===== src/rtl/oled_text_streamer_if.sv =====
// -----------------------------------------------------------------------------
// oled_text_streamer_if
// Byte handshake between the text streamer and oledControl.
//   sendData      : byte presented to oledControl            (master -> slave)
//   sendDataValid : byte request, held until sendDone        (master -> slave)
//   sendDone      : byte completion from oledControl         (slave  -> master)
// master modport = streamer side, slave modport = oledControl side.
// -----------------------------------------------------------------------------
interface oled_text_streamer_if;
    logic [7:0] sendData;
    logic       sendDataValid;
    logic       sendDone;

    modport master (
        output sendData,
        output sendDataValid,
        input  sendDone
    );

    modport slave (
        input  sendData,
        input  sendDataValid,
        output sendDone
    );
endinterface


===== src/rtl/oled_text_streamer.sv =====
// -----------------------------------------------------------------------------
// oled_text_streamer
// Writable character buffer that streams a run of cells to oledControl one
// byte at a time over the sendData / sendDataValid / sendDone handshake.
// A run is defined at start time by a start address, a length (clamped to
// DEPTH, wrapping circularly through the buffer) and a fill mode that sends
// PAD_CHAR instead of buffer contents. A run can be aborted at a byte boundary.
//
// Ports:
//   clock, reset_n      : system clock, asynchronous active-low reset
//   wr_en/wr_addr/wr_data : buffer write port, usable in any state
//   start, start_addr, length, fill_mode : run request (sampled with start)
//   abort               : stop the run at the next byte boundary
//   busy, done, aborted : run status (done/aborted are one-cycle pulses)
//   sent_count          : bytes completed in the current or last run
//   oled                : byte handshake to oledControl (master side)
// -----------------------------------------------------------------------------
module oled_text_streamer #(
    parameter int         DEPTH    = 64,
    parameter int         ADDR_W   = 6,
    parameter logic [7:0] PAD_CHAR = 8'h20
) (
    input  logic                  clock,
    input  logic                  reset_n,
    input  logic                  wr_en,
    input  logic [ADDR_W-1:0]     wr_addr,
    input  logic [7:0]            wr_data,
    input  logic                  start,
    input  logic [ADDR_W-1:0]     start_addr,
    input  logic [ADDR_W:0]       length,
    input  logic                  fill_mode,
    input  logic                  abort,
    output logic                  busy,
    output logic                  done,
    output logic                  aborted,
    output logic [ADDR_W:0]       sent_count,
    oled_text_streamer_if.master  oled
);

    typedef enum logic [1:0] {
        ST_IDLE       = 2'd0,
        ST_WAIT_READY = 2'd1,
        ST_SEND       = 2'd2,
        ST_FINISH     = 2'd3
    } state_e;

    localparam logic [ADDR_W:0]   DEPTH_C = (ADDR_W + 1)'(DEPTH);
    localparam logic [ADDR_W:0]   ZERO_C  = {(ADDR_W + 1){1'b0}};
    localparam logic [ADDR_W:0]   ONE_C   = {{ADDR_W{1'b0}}, 1'b1};
    localparam logic [ADDR_W-1:0] ONE_A   = {{(ADDR_W - 1){1'b0}}, 1'b1};

    logic [7:0]        mem_q [DEPTH];

    state_e            state_q,         state_d;
    logic [ADDR_W-1:0] rd_ptr_q,        rd_ptr_d;
    logic [ADDR_W:0]   remaining_q,     remaining_d;
    logic              fill_q,          fill_d;
    logic              abort_pending_q, abort_pending_d;
    logic              busy_q,          busy_d;
    logic              done_q,          done_d;
    logic              aborted_q,       aborted_d;
    logic [ADDR_W:0]   sent_count_q,    sent_count_d;
    logic [7:0]        send_data_q,     send_data_d;
    logic              send_valid_q,    send_valid_d;

    logic              abort_now_s;

    // Character buffer write port; contents deliberately survive reset.
    always_ff @(posedge clock) begin
        if (wr_en) begin
            mem_q[wr_addr] <= wr_data;
        end
    end

    // Next-state and next-output logic of the run sequencer.
    always_comb begin
        state_d         = state_q;
        rd_ptr_d        = rd_ptr_q;
        remaining_d     = remaining_q;
        fill_d          = fill_q;
        abort_pending_d = abort_pending_q;
        busy_d          = busy_q;
        done_d          = 1'b0;
        aborted_d       = 1'b0;
        sent_count_d    = sent_count_q;
        send_data_d     = send_data_q;
        send_valid_d    = send_valid_q;

        // An abort raised this very cycle counts as if already pending, so a
        // byte boundary reached now honours it.
        abort_now_s = abort_pending_q | (abort & busy_q);

        case (state_q)
            ST_IDLE: begin
                if (start) begin
                    sent_count_d    = ZERO_C;
                    abort_pending_d = 1'b0;
                    if (length != ZERO_C) begin
                        rd_ptr_d    = start_addr;
                        remaining_d = (length > DEPTH_C) ? DEPTH_C : length;
                        fill_d      = fill_mode;
                        busy_d      = 1'b1;
                        state_d     = ST_WAIT_READY;
                    end else begin
                        // Empty run: report completion without ever going busy.
                        done_d  = 1'b1;
                        state_d = ST_FINISH;
                    end
                end else begin
                    state_d = ST_IDLE;
                end
            end

            ST_WAIT_READY: begin
                abort_pending_d = abort_now_s;
                if (abort_now_s) begin
                    busy_d    = 1'b0;
                    aborted_d = 1'b1;
                    state_d   = ST_FINISH;
                end else if (!oled.sendDone) begin
                    // Reads the pre-write cell value when a write collides.
                    send_data_d  = fill_q ? PAD_CHAR : mem_q[rd_ptr_q];
                    send_valid_d = 1'b1;
                    state_d      = ST_SEND;
                end else begin
                    state_d = ST_WAIT_READY;
                end
            end

            ST_SEND: begin
                abort_pending_d = abort_now_s;
                if (oled.sendDone) begin
                    send_valid_d = 1'b0;
                    sent_count_d = sent_count_q + ONE_C;
                    rd_ptr_d     = rd_ptr_q + ONE_A;   // wraps modulo DEPTH
                    remaining_d  = remaining_q - ONE_C;
                    if (abort_now_s) begin
                        busy_d    = 1'b0;
                        aborted_d = 1'b1;
                        state_d   = ST_FINISH;
                    end else if (remaining_q == ONE_C) begin
                        busy_d  = 1'b0;
                        done_d  = 1'b1;
                        state_d = ST_FINISH;
                    end else begin
                        state_d = ST_WAIT_READY;
                    end
                end else begin
                    state_d = ST_SEND;
                end
            end

            ST_FINISH: begin
                // done/aborted are high during this cycle; start is ignored.
                state_d = ST_IDLE;
            end

            default: begin
                state_d = ST_IDLE;
            end
        endcase
    end

    // State and registered-output flops.
    always_ff @(posedge clock or negedge reset_n) begin
        if (!reset_n) begin
            state_q         <= ST_IDLE;
            rd_ptr_q        <= {ADDR_W{1'b0}};
            remaining_q     <= ZERO_C;
            fill_q          <= 1'b0;
            abort_pending_q <= 1'b0;
            busy_q          <= 1'b0;
            done_q          <= 1'b0;
            aborted_q       <= 1'b0;
            sent_count_q    <= ZERO_C;
            send_data_q     <= 8'h00;
            send_valid_q    <= 1'b0;
        end else begin
            state_q         <= state_d;
            rd_ptr_q        <= rd_ptr_d;
            remaining_q     <= remaining_d;
            fill_q          <= fill_d;
            abort_pending_q <= abort_pending_d;
            busy_q          <= busy_d;
            done_q          <= done_d;
            aborted_q       <= aborted_d;
            sent_count_q    <= sent_count_d;
            send_data_q     <= send_data_d;
            send_valid_q    <= send_valid_d;
        end
    end

    assign busy               = busy_q;
    assign done               = done_q;
    assign aborted            = aborted_q;
    assign sent_count         = sent_count_q;
    assign oled.sendData      = send_data_q;
    assign oled.sendDataValid = send_valid_q;

endmodule

===== src/flat_wrapper.sv =====
// flat-port wrapper written by rule: the top's interface ports become plain ports
module oled_text_streamer_flat 
#(
    parameter int         DEPTH    = 64,
    parameter int         ADDR_W   = 6,
    parameter logic [7:0] PAD_CHAR = 8'h20
)
  (clock, reset_n, wr_en, wr_addr, wr_data, start, start_addr, length, fill_mode, abort, busy, done, aborted, sent_count, oled_sendData, oled_sendDataValid, oled_sendDone);
  oled_text_streamer_if oled_i ();
  input  logic clock;
  input  logic reset_n;
  input  logic wr_en;
  input  logic [ADDR_W-1:0] wr_addr;
  input  logic [7:0] wr_data;
  input  logic start;
  input  logic [ADDR_W-1:0] start_addr;
  input  logic [ADDR_W:0] length;
  input  logic fill_mode;
  input  logic abort;
  output logic busy;
  output logic done;
  output logic aborted;
  output logic [ADDR_W:0] sent_count;
  output wire logic [$bits(oled_i.sendData)-1:0] oled_sendData;
  output wire logic [$bits(oled_i.sendDataValid)-1:0] oled_sendDataValid;
  input wire logic [$bits(oled_i.sendDone)-1:0] oled_sendDone;
  assign oled_sendData = oled_i.sendData;
  assign oled_sendDataValid = oled_i.sendDataValid;
  assign oled_i.sendDone = oled_sendDone;
  oled_text_streamer #(.DEPTH(DEPTH), .ADDR_W(ADDR_W), .PAD_CHAR(PAD_CHAR)) u_core (.clock(clock), .reset_n(reset_n), .wr_en(wr_en), .wr_addr(wr_addr), .wr_data(wr_data), .start(start), .start_addr(start_addr), .length(length), .fill_mode(fill_mode), .abort(abort), .busy(busy), .done(done), .aborted(aborted), .sent_count(sent_count), .oled(oled_i));
endmodule

===== config.mk =====
export PLATFORM = sky130hd
export DESIGN_NAME = oled_text_streamer_flat
export DESIGN_NICKNAME = d
export VERILOG_FILES = /design/src/rtl/oled_text_streamer_if.sv /design/src/rtl/oled_text_streamer.sv /design/src/flat_wrapper.sv
export SDC_FILE = /design/constraint.sdc
export NUM_CORES = 1
export LEC_CHECK = 0
export ABC_AREA = 1
export CAP_MARGIN = 20
export CORE_ASPECT_RATIO = 1.1
export CORE_MARGIN = 10
export CORE_UTILIZATION = 59
export CTS_BUF_LIST = sky130_fd_sc_hd__clkbuf_4
export CTS_CLUSTER_DIAMETER = 30
export DETAILED_ROUTE_END_ITERATION = 7
export GPL_ROUTABILITY_DRIVEN = 0
export MAX_ROUTING_LAYER = met4
export PLACE_DENSITY = 0.76
export SYNTH_ARGS = -nofsm -noshare
export SYNTH_HDL_FRONTEND = slang
export SYNTH_SLANG_ARGS = --single-unit

===== constraint.sdc =====
create_clock -name clock -period 4.8 [get_ports clock]
set_clock_uncertainty 0.1 [all_clocks]
set_input_delay 0.96 -clock clock [delete_from_list [all_inputs] [get_ports clock]]
set_output_delay 0.96 -clock clock [all_outputs]
set_load 0.02 [all_outputs]

# Word level (Yosys, flattened, before mapping)

Memories as Yosys holds them, arrays and structs flattened.
Cells that the tools add are included.
Widths: inputs -> output; s select.

Output and inout port bits: 19
Input bits: 34
Register bits: 36
RAM bits: 512
Bits in latches: 0
ROM bits: 0
Word-level logic and storage cells: 90
Memories kept: 1

$lt $le $gt $ge: 1
Equality and inequality tests: 11
Multiplexer cells: 45
Bitwise operators: 4
Multiply operators: 0
Divide/modulo/power cells: 0
Reduce and logical (&&, ||, !) cells: 14
$add $sub $neg: 3
Shifts and indexed selects: 0

Memories:

| name         | words | bits a word | read ports | clocked after Yosys merged registers in | write ports | line                     | source |
|---|---|---|---|---|---|---|---|
| u_core.mem_q | 64    | 8           | 1          | 0                                       | 1           | oled_text_streamer.sv:52 | `logic [7:0] mem_q [DEPTH];` |

Operators with widths:

| operator            | number |
|---|---|
| $mux 7              | 6 |
| $pmux 7 s2          | 2 |
| $mux 1              | 19 |
| $mux 6              | 3 |
| $mux 2              | 7 |
| $pmux 6 s2          | 1 |
| $reduce_and 3->1    | 3 |
| $mux 8              | 1 |
| $ne 2x2->1 const B  | 4 |
| $pmux 1 s2          | 4 |
| $pmux 2 s4          | 1 |
| $reduce_and 4->1    | 2 |
| $add 7x1->7 const B | 1 |
| $eq 7x1->1 const B  | 1 |
| $gt 7x7->1 const B  | 1 |
| $reduce_bool 7->1   | 1 |
| $sub 7x1->7 const B | 1 |
| $add 6x1->6 const B | 1 |
| $reduce_and 6->1    | 1 |
| $reduce_bool 2->1   | 3 |
| $eq 2x2->1 const B  | 2 |
| $ne 2x1->1 const B  | 2 |
| $ne 3x1->1 const B  | 1 |
| $pmux 1 s3          | 1 |
| other kinds (8)     | 9 |

# Depth between registers and ports, before layout

Gate-level depths: netlist (run 1).

Word-level depth: 5
Depth in mapped cells: 13
Depth with buffers taken out: 11

# Worst setup path after synthesis (run 1)

Ideal clock, no wire load.

Path type: input to register
Start point: in wr_en
End point: mem u_core.mem_q[54][0], enable pin
Buffers on the path: 1
Data required time: 4317 ps
Path slack: 2304 ps
Library setup time: 383 ps
Stages on the path: 3
Arrival: 2013 ps
Cells stage by stage: clkbuf_1 inv_1 nor3_1

Cells in the longest elaborated chain, start to end: 2

Ends and longest elaborated chain:

| what                         | line                     | source |
|---|---|---|
| start, declared              | flat_wrapper.sv:12       | `input logic wr_en;` |
| $mux 1                       | oled_text_streamer.sv:70 | `if (wr_en) begin` |
| $mux 1 (not written as such) | oled_text_streamer.sv:71 | `mem_q[wr_addr] <= wr_data;` |
| end, declared                | oled_text_streamer.sv:52 |  |

Every way passes these cells.

# Worst setup path after layout (run 1)

Start point: reg u_core.rd_ptr_q[0]
End point: reg u_core.send_data_q[0] (netlist: u_core.oled.sendData[0])

Cells in the longest elaborated chain, start to end: 2

Ends and longest elaborated chain:

| what                   | line                      | source |
|---|---|---|
| start, declared        | oled_text_streamer.sv:55  | `logic [ADDR_W-1:0] rd_ptr_q, rd_ptr_d;` |
| start signal, assigned | oled_text_streamer.sv:168 | `rd_ptr_q <= {ADDR_W{1'b0}};` |
| start signal, assigned | oled_text_streamer.sv:180 | `rd_ptr_q <= rd_ptr_d;` |
| $mem_v2 64x8           | n/a                       |  |
| $mux 8                 | oled_text_streamer.sv:122 | `send_data_d = fill_q ? PAD_CHAR : mem_q[rd_ptr_q];` |
| end signal, assigned   | oled_text_streamer.sv:188 | `send_data_q <= send_data_d;` |
| end, declared          | oled_text_streamer.sv:63  | `logic [7:0] send_data_q, send_data_d;` |

Every way passes these cells.
A chain may end at the register's enable or synchronous reset.

==> results_tabular.tex, run 1 <==
\begin{tabular}{lr}
\hline
Metric & Value \\
\hline
\multicolumn{2}{l}{\textbf{Run status}} \\
Outcome & finished clean \\
\multicolumn{2}{l}{\textbf{Floorplanning}} \\
Width of the die & between 200 and 250 um \\
I/O pin total & 53 \\
Floorplan die area & roughly 47000 um2 \\
Initial core utilization & between 50\% and 60\% \\
Core area & between 30000 and 40000 um2 \\
Die H & between 200 and 250 um \\
Placement row count & 75 \\
\multicolumn{2}{l}{\textbf{Critical path}} \\
Kind of end point of the critical path & register \\
Slowest Stage Delay on Critical Path & approximately 0.74 ns \\
Worst EP arrival & $\sim$4 ns \\
Crit-path slowest cell & dfrtp\_4 \\
Element type at the critical path start & register \\
Classification of the worst setup path & register to register \\
CP Cell Sequence & inv\_6 -> buf\_4 -> nand2\_1 -> nand3\_1 -> nand3\_1 -> nand2\_1 -> nand2\_1 -> nand3\_1 -> nand3\_1 -> nand2\_1 -> nand2\_1 -> nand2\_1 \\
Capture point of the worst reg-to-reg path & u\_core.oled.sendData[0] \\
Slack of the worst reg-to-reg path & about 1.5 ns \\
Worst path required time & 5.46 ns \\
R2r worst-path depth & 12 \\
Most common cell type on the critical path & nand2\_1 \\
Critical path fanouts, max & between 90 and 100 \\
Reg2Reg Launch Point & u\_core.rd\_ptr\_q[0] \\
\multicolumn{2}{l}{\textbf{Detailed routing}} \\
Post-DR vias/cell & around 6 \\
Average wire per standard cell & about 21 um \\
Total DRC errors in the routed layout & 0 \\
1st-pass router iterations & 6 \\
Total via count in the routed design & around 16000 \\
Number of design-rule violations left by the first detailed-router iteration & around 1900 \\
Residual antenna-violating net count after detailed routing & 0 \\
Wire length after detailed routing & roughly 56 mm \\
\multicolumn{2}{l}{\textbf{Timing}} \\
\# setup viols final & 0 \\
Final critical-path share of the clock period & between 60\% and 70\% \\
Tmin final & approximately 3.3 ns \\
Count of final max-slew check failures & 0 \\
Peak Freq & roughly 300 MHz \\
Unrepaired setup endpoints after global routing & false \\
Min setup slack post-route & 1.50 ns \\
Count of endpoints failing hold in the final timing report & 0 \\
Slew HR & between 30 and 40\% \\
Slew at the pin with the worst max-slew slack & around 1.0 ns \\
Post-Route Setup TNS & 0 ns \\
\multicolumn{2}{l}{\textbf{Layout}} \\
Number of filler instances in the final layout & between 2000 and 3000 \\
Summed area of non-filler cells in the final layout & around 25000 um2 \\
Fraction of final layout cells with drive strength greater than 1 & between 10 and 15\% \\
Final-stage net count & between 2000 and 2500 \\
Syn-to-layout area delta & 11.2\% \\
Area of the multi-input gates & 5810 um2 \\
FF+latch area & 16300 um2 \\
\multicolumn{2}{l}{\textbf{Placement}} \\
Cell area reported after detailed placement & 23600 um2 \\
IO buf count & 52 \\
Pre-CTS worst setup slack & 1.43 ns \\
Detailed placer's ending HPWL & around 32 mm \\
\multicolumn{2}{l}{\textbf{Clocking}} \\
Clock buffer depth & 3 \\
Number of gates given a new drive strength after cts & 0 \\
Deepest level of the CTS H-tree & 4 \\
CTS Hold Buffers Added & 0 \\
Clock buffer count from CTS & $\sim$140 \\
Sink Count & approximately 550 \\
Post-CTS setup-driven buffer insertion count & 0 \\
TritonCTS clock tree & done \\
CTS root buf & clkbuf\_4 \\
Worst skew pair latency & between 0.8 and 0.9 ns \\
Clock-pin transition on the worst setup and hold timing paths & 0.07 ns \\
\multicolumn{2}{l}{\textbf{Logic synthesis}} \\
Number of different library cells in the post-synthesis netlist & 35 \\
Biggest area consumer among synthesized cells & edfxtp\_1 \\
Syn Area/Cell & roughly 11 um2 \\
Post-synth EDFFs & 512 \\
Area share of the largest cell type after synthesis & around two thirds \\
Mux cell area share after synthesis & less than 1\% \\
Share of the synthesized netlist area taken by xor and xnor gates & less than 1\% \\
Register bit total from synthesis & approximately 550 \\
Share of the synthesized area in compound gates (AO/OA/AOI/OAI) & under 10\% \\
Proportion of register bits with asynchronous set or reset after synthesis & about 6.6\% \\
Fraction of the yosys area taken by sequential cells & 71.3\% \\
Post-Synth Simple-Gate Area & 22.7\% \\
Adder and majority gate portion of the synthesized area & less than 1\% \\
Warning count from the yosys run & 0 \\
Net Count, Synth & 2081 \\
Gate count after technology mapping & between 2000 and 2500 \\
Dominant combinational cell family by area after synthesis & simple AND/OR/NAND/NOR gates \\
Most used flip-flop cell after synthesis & edfxtp\_1 \\
Post-synthesis cell area & between 20000 and 25000 um2 \\
Top post-synthesis cells by area & edfxtp\_1 (67\%), nand2\_1 (10\%), nand3\_1 (9.3\%) \\
\multicolumn{2}{l}{\textbf{Global routing}} \\
Busiest grt layer & met2 \\
Global-route met3 utilization & 5.94\% \\
Wire length of the first global-routing pass & approximately 86 mm \\
Overall global routing resource usage & between 20\% and 30\% \\
Met1 GRT Util & slightly below 30\% \\
M2 GR Usage & roughly two fifths \\
Via count of the first global-routing pass & 15638 \\
Initial antenna violation count & 3 \\
Total congestion overflow & 0 \\
Largest net degree at the start of global routing & a little under 200 \\
\multicolumn{2}{l}{\textbf{Job}} \\
Max-cap violations & 0 \\
\multicolumn{2}{l}{\textbf{Min path}} \\
Worst min-delay path class & input port to asynchronous set/reset pin \\
\multicolumn{2}{l}{\textbf{Pwr}} \\
Static leakage & between 9 and 10 nW \\
Peak VDD IR & between 400 and 500 uV \\
Pwr/cell area & $\sim$560 nW/um2 \\
\hline
\end{tabular}
## kinds of logic (layout without fill, tap and decap cells)
family          after synthesis  count (layout)
buf+inv                     167             359
fa+ha+maj                     9               9
compound gates               85              85
xor+xnor                      3               3
flops                       548             548
other cells                   0               3
mux                           1               1
simple gates               1225            1225
## how the worst max path moves through the flow
stage | startpoint | depth (start not counted) | slack [ns] | endpoint
finish | u_core.rd_ptr_q[0] | 12 | 1.50 | u_core.oled.sendData[0]
global route | u_core.rd_ptr_q[0] | 12 | 1.34 | u_core.oled.sendData[3]
CTS | u_core.rd_ptr_q[0] | 12 | 1.62 | u_core.oled.sendData[0]
detailed placement | wr_addr[1] | 5 | 1.43 | u_core.mem_q[51][3]
global placement | wr_addr[2] | 5 | 1.50 | u_core.mem_q[31][0]
floorplan | wr_en | 3 | 2.30 | u_core.mem_q[54][0]
## per-layer routing
metal  part of all wire, %  wire length, um
met1                    38            21200
met2                    49            27500
met4                   3.0             1710
met3                    11             6050
met5                     0                0
## Yosys cell counts (4+ instances only)
library cell,number
nor3_1,19
o21ai_1,8
inv_1,47
o21ai_0,48
buf_1,13
o211ai_1,6
buf_2,77
o22ai_1,4
nor2_1,136
ha_1,9
clkbuf_1,23
nand2_1,638
dfrtp_1,36
nand3_1,423
a21oi_1,7
edfxtp_1,512
## report_power, final
group          switching (mW)  internal [mW]  total (mW)
combinational            3.27           1.34        4.61
sequential              0.215           5.36        5.58
clock                    1.82           2.15        3.97
total                    5.31           8.86        14.2
## per-stage QoR
stage	total power, mW	cells	util, %	hold slack [ns]
after floorplan	8.81	2038	-	0.381
after global placement	10.1	2487	61.6	0.380
after global routing	14.9	2733	66.4	0.153
after detailed placement	10.2	2489	61.7	0.389
final	14.2	2733	66.4	0.118
after CTS	14.1	2730	66.4	0.117
## layout by cell type (no fill, tap or decap), drive strengths merged, types with 7 or more instances in the layout
master and instances:
o21ai 56, a21oi 8, clkbuf 181, clkdlybuf4s50 43, buf 24, ha 9, dfrtp 36, bufinv 7
nand3 423, nor3 19, clkinv 45, inv 57, edfxtp 512, nor2 137, nand2 638
## cell type report
| type | instances | area share [%] |
|---|---|---|
| sequential | 548 | 64.2 |
| antenna | 3 | 0.0296 |
| clock buffer | 181 | 5.35 |
| clock inverter | 60 | 1.70 |
| inverter | 51 | 0.784 |
| multi-input combinational | 1323 | 22.9 |
| tap | 500 | 2.47 |
| timing repair buffer | 67 | 2.62 |
## worst max-delay path, delay by kind of cell, from the launching register on
kind                   cells  cell delay, ns
DFF                        1            0.74
buffers and inverters      2            1.08
and+or+nand+nor           10            1.21
## sequential cells by signal (all words and copies together), names as in the netlist
name and flops:
u_core.done 1, u_core.oled.sendData 8, u_core.abort_pending_q 1, u_core.oled.sendDataValid 1, u_core.state_q 2, u_core.mem_q 512
u_core.busy 1, u_core.fill_q 1, u_core.sent_count 7, u_core.aborted 1, u_core.remaining_q 7, u_core.rd_ptr_q 6
Note: power is estimated with default switching activity, not from simulation.
==> run 2, diff against run 1 <==
--- a/config.mk
+++ b/config.mk
@@ -9,13 +9,13 @@
 export CAP_MARGIN = 20
 export CORE_ASPECT_RATIO = 1.1
 export CORE_MARGIN = 10
-export CORE_UTILIZATION = 59
+export CORE_UTILIZATION = 58
 export CTS_BUF_LIST = sky130_fd_sc_hd__clkbuf_4
 export CTS_CLUSTER_DIAMETER = 30
 export DETAILED_ROUTE_END_ITERATION = 7
 export GPL_ROUTABILITY_DRIVEN = 0
 export MAX_ROUTING_LAYER = met4
-export PLACE_DENSITY = 0.76
+export PLACE_DENSITY = 0.78
 export SYNTH_ARGS = -nofsm -noshare
 export SYNTH_HDL_FRONTEND = slang
 export SYNTH_SLANG_ARGS = --single-unit
==> constraint.sdc (replaced) <==
create_clock -name clock -period 2.85 [get_ports clock]
set_clock_uncertainty 0.1 [all_clocks]
set_input_delay 0.57 -clock clock [delete_from_list [all_inputs] [get_ports clock]]
set_output_delay 0.57 -clock clock [all_outputs]
set_load 0.02 [all_outputs]
==> results_tabular.tex, run 2 (synthesis results as in run 1) <==
\begin{tabular}{lr}
\hline
Metric & Value \\
\hline
\multicolumn{2}{l}{\textbf{Global routing}} \\
Met1 GRT Util & 30.4\% (was 29.7\%) \\
M2 GR Usage & 39.4\% (was 38.8\%) \\
Busiest grt layer & met2 (unchanged) \\
Initial antenna violation count & 3 (unchanged) \\
Global-route met3 utilization & 5.99\% (was 5.94\%) \\
Wire length of the first global-routing pass & 90.5 mm (was 86.3 mm) \\
Total congestion overflow & 0 (unchanged) \\
Largest net degree at the start of global routing & 127 (was 195) \\
Overall global routing resource usage & 25.0\% (was 24.5\%) \\
Via count of the first global-routing pass & 16486 (was 15638) \\
\multicolumn{2}{l}{\textbf{Layout}} \\
Commonest non-fill, non-tap cell in the layout & nand2\_1 (unchanged) \\
Number of filler instances in the final layout & 2791 (was 2766) \\
Area of the multi-input gates & 5810 um2 (unchanged) \\
Fraction of final layout cells with drive strength greater than 1 & 15.1\% (was 10.8\%) \\
Register with the most flip-flops & u\_core.mem\_q (unchanged) \\
Largest register FFs & 512 (unchanged) \\
Summed area of non-filler cells in the final layout & 26300 um2 (was 25400 um2) \\
Final-stage net count & 2274 (was 2169) \\
Commonest cells after routing, fill and taps aside & nand2\_1 (638), edfxtp\_1 (512), nand3\_1 (423) (unchanged) \\
FF+latch area & 16300 um2 (unchanged) \\
Syn-to-layout area delta & 15.3\% (was 11.2\%) \\
\multicolumn{2}{l}{\textbf{Detailed routing}} \\
Residual antenna-violating net count after detailed routing & 0 (unchanged) \\
Total DRC errors in the routed layout & 0 (unchanged) \\
Number of design-rule violations left by the first detailed-router iteration & 1809 (was 1875) \\
Post-DR vias/cell & 5.89 (about the same) \\
Wire length after detailed routing & 58.9 mm (was 56.5 mm) \\
Average wire per standard cell & 20.7 um (about the same) \\
Total via count in the routed design & 16728 (was 16084) \\
1st-pass router iterations & 7 (was 6) \\
\multicolumn{2}{l}{\textbf{Timing}} \\
Worst-case hold slack & 0.150 ns (was 0.118 ns) \\
Final critical-path share of the clock period & approximately nine tenths \\
Tmin final & 2.58 ns \\
Post-Route Setup TNS & 0 ns (unchanged) \\
\# setup viols final & 0 (unchanged) \\
Peak Freq & 387 MHz \\
Slew HR & 45.7\% (was 32.5\%) \\
Count of endpoints failing hold in the final timing report & 0 (unchanged) \\
Slew at the pin with the worst max-slew slack & 0.815 ns (was 1.00 ns) \\
Count of final max-slew check failures & 0 (unchanged) \\
Unrepaired setup endpoints after global routing & false (unchanged) \\
\multicolumn{2}{l}{\textbf{Critical path}} \\
CP Cell Sequence & clkdlybuf4s50\_1 (was inv\_6 -> buf\_4 -> nand2\_1 -> nand3\_1 -> nand3\_1 -> nand2\_1 -> nand2\_1 -> nand3\_1 -> nand3\_1 -> nand2\_1 -> nand2\_1 -> nand2\_1) \\
Kind of end point of the critical path & output pin (was register) \\
Crit-path slowest cell & clkdlybuf4s50\_1 (was dfrtp\_4) \\
Crit-path leading delay family & buffers and inverters (was simple AND/OR/NAND/NOR gates) \\
Worst EP arrival & 1.91 ns (was 3.96 ns) \\
Critical Path Stages & 1 (was 12) \\
Critical path fanouts, max & 5 (was 97) \\
R2r worst-path depth & 13 (was 12) \\
Element type at the critical path start & register (unchanged) \\
Worst path required time & 2.18 ns (was 5.46 ns) \\
Slowest Stage Delay on Critical Path & 0.64 ns (was 0.74 ns) \\
Number of buffers and inverters on the critical path & 1 (was 2) \\
Classification of the worst setup path & register to output pin (was register to register) \\
\multicolumn{2}{l}{\textbf{Floorplanning}} \\
Initial core utilization & 58.5\% (was 59.7\%) \\
Width of the die & 209 um (was 207 um) \\
Die H & 228 um (was 226 um) \\
Placement row count & 76 (was 75) \\
Core area & 39000 um2 (was 38200 um2) \\
I/O pin total & 53 (unchanged) \\
Floorplan die area & 47700 um2 (was 46900 um2) \\
\multicolumn{2}{l}{\textbf{Clocking}} \\
Clock buffer depth & 3 (unchanged) \\
CTS root buf & clkbuf\_4 (unchanged) \\
TritonCTS clock tree & done (unchanged) \\
Worst skew pair latency & 0.87 ns (was 0.86 ns) \\
Sink Count & 548 (unchanged) \\
Clock buffer count from CTS & 140 (was 135) \\
Deepest level of the CTS H-tree & 4 (unchanged) \\
Clock-pin transition on the worst setup and hold timing paths & 0.07 ns (about the same) \\
Number of gates given a new drive strength after cts & 0 (unchanged) \\
\multicolumn{2}{l}{\textbf{Placement}} \\
IO buf count & 52 (unchanged) \\
Detailed placer's ending HPWL & 35.8 mm (was 32.3 mm) \\
Cell area reported after detailed placement & 24500 um2 (was 23600 um2) \\
\multicolumn{2}{l}{\textbf{Run status}} \\
Outcome & finished clean (unchanged) \\
\multicolumn{2}{l}{\textbf{Min path}} \\
Worst min-delay path class & input port to register (was input port to asynchronous set/reset pin) \\
Cells on Worst Hold Path & 2 \\
\multicolumn{2}{l}{\textbf{Job}} \\
Max-cap violations & 0 (unchanged) \\
\multicolumn{2}{l}{\textbf{Pwr}} \\
Peak VDD IR & 816 uV (was 409 uV) \\
Pwr/cell area & 923 nW/um2 (was 558 nW/um2) \\
Overall power consumption & 24.3 mW (was 14.2 mW) \\
Static leakage & 10.0 nW (was 9.40 nW) \\
\hline
\end{tabular}
==> run 2: cell types whose count changed in the layout (fill, tap and decap cells not counted), sizes merged, moves of 3 or more <==
cell	before	now
buf	24	122
clkbuf	181	202
inv	57	54
clkinv	45	30
bufinv	7	4
==> run 2: cell type report <==
cell class                      instances  share of cell area (%)
Multi-Input combinational cell       1323                    22.1
Clock inverter                         37                   0.970
Antenna cell                            5                  0.0475
Timing Repair Buffer                  167                    6.11
Inverter                               51                   0.756
Tap cell                              507                    2.41
Clock buffer                          202                    5.76
Sequential cell                       548                    61.9
==> run 2: power by group <==
group / switching, mW / internal, mW
Combinational: 5.84 / 2.56
Clock: 3.05 / 3.61
Sequential: 0.183 / 9.04
Total: 9.08 / 15.2
==> run 2: worst paths after layout <==
| kind | start | end | slack (ns) |
|---|---|---|---|
| setup / recovery | u_core.sent_count[0] | sent_count[0] | 0.27 |
| min in group asynchronous | reset_n | u_core.sent_count[2] | 0.25 |
| hold reg to reg | u_core.oled.sendData[2] | u_core.oled.sendData[2] | 0.41 |
| hold / removal | wr_data[6] | u_core.mem_q[39][6] | 0.15 |
| setup reg to reg | u_core.rd_ptr_q[0] | u_core.oled.sendData[3] | 0.36 |
| max in group asynchronous | reset_n | u_core.rd_ptr_q[0] | 1.79 |
==> run 2: through the flow <==
stage          setup WS (ns)  std cells  util (%)
2_1_floorplan          0.744       2038         -
3_3_place_gp           0.246       2594      62.9
3_5_place_dp           0.232       2594      62.9
4_1_cts                0.211       2835      67.5
5_1_grt                0.187       2840      67.5
6_report               0.265       2840      67.5
==> run 2: repair_timing <==
| item | 4_1_cts | 5_1_grt |
|---|---|---|
| setup buffers | 0 | 0 |
| hold endpoints to repair | 38 | 0 |
| hold buffers | 2 | 0 |
==> run 2: metal layers <==
metal	wire length (um)	vias to the layer above
met4	1970	0
met2	28500	1073
li1	-	7596
met5	0	-
met1	21700	7871
met3	6630	188
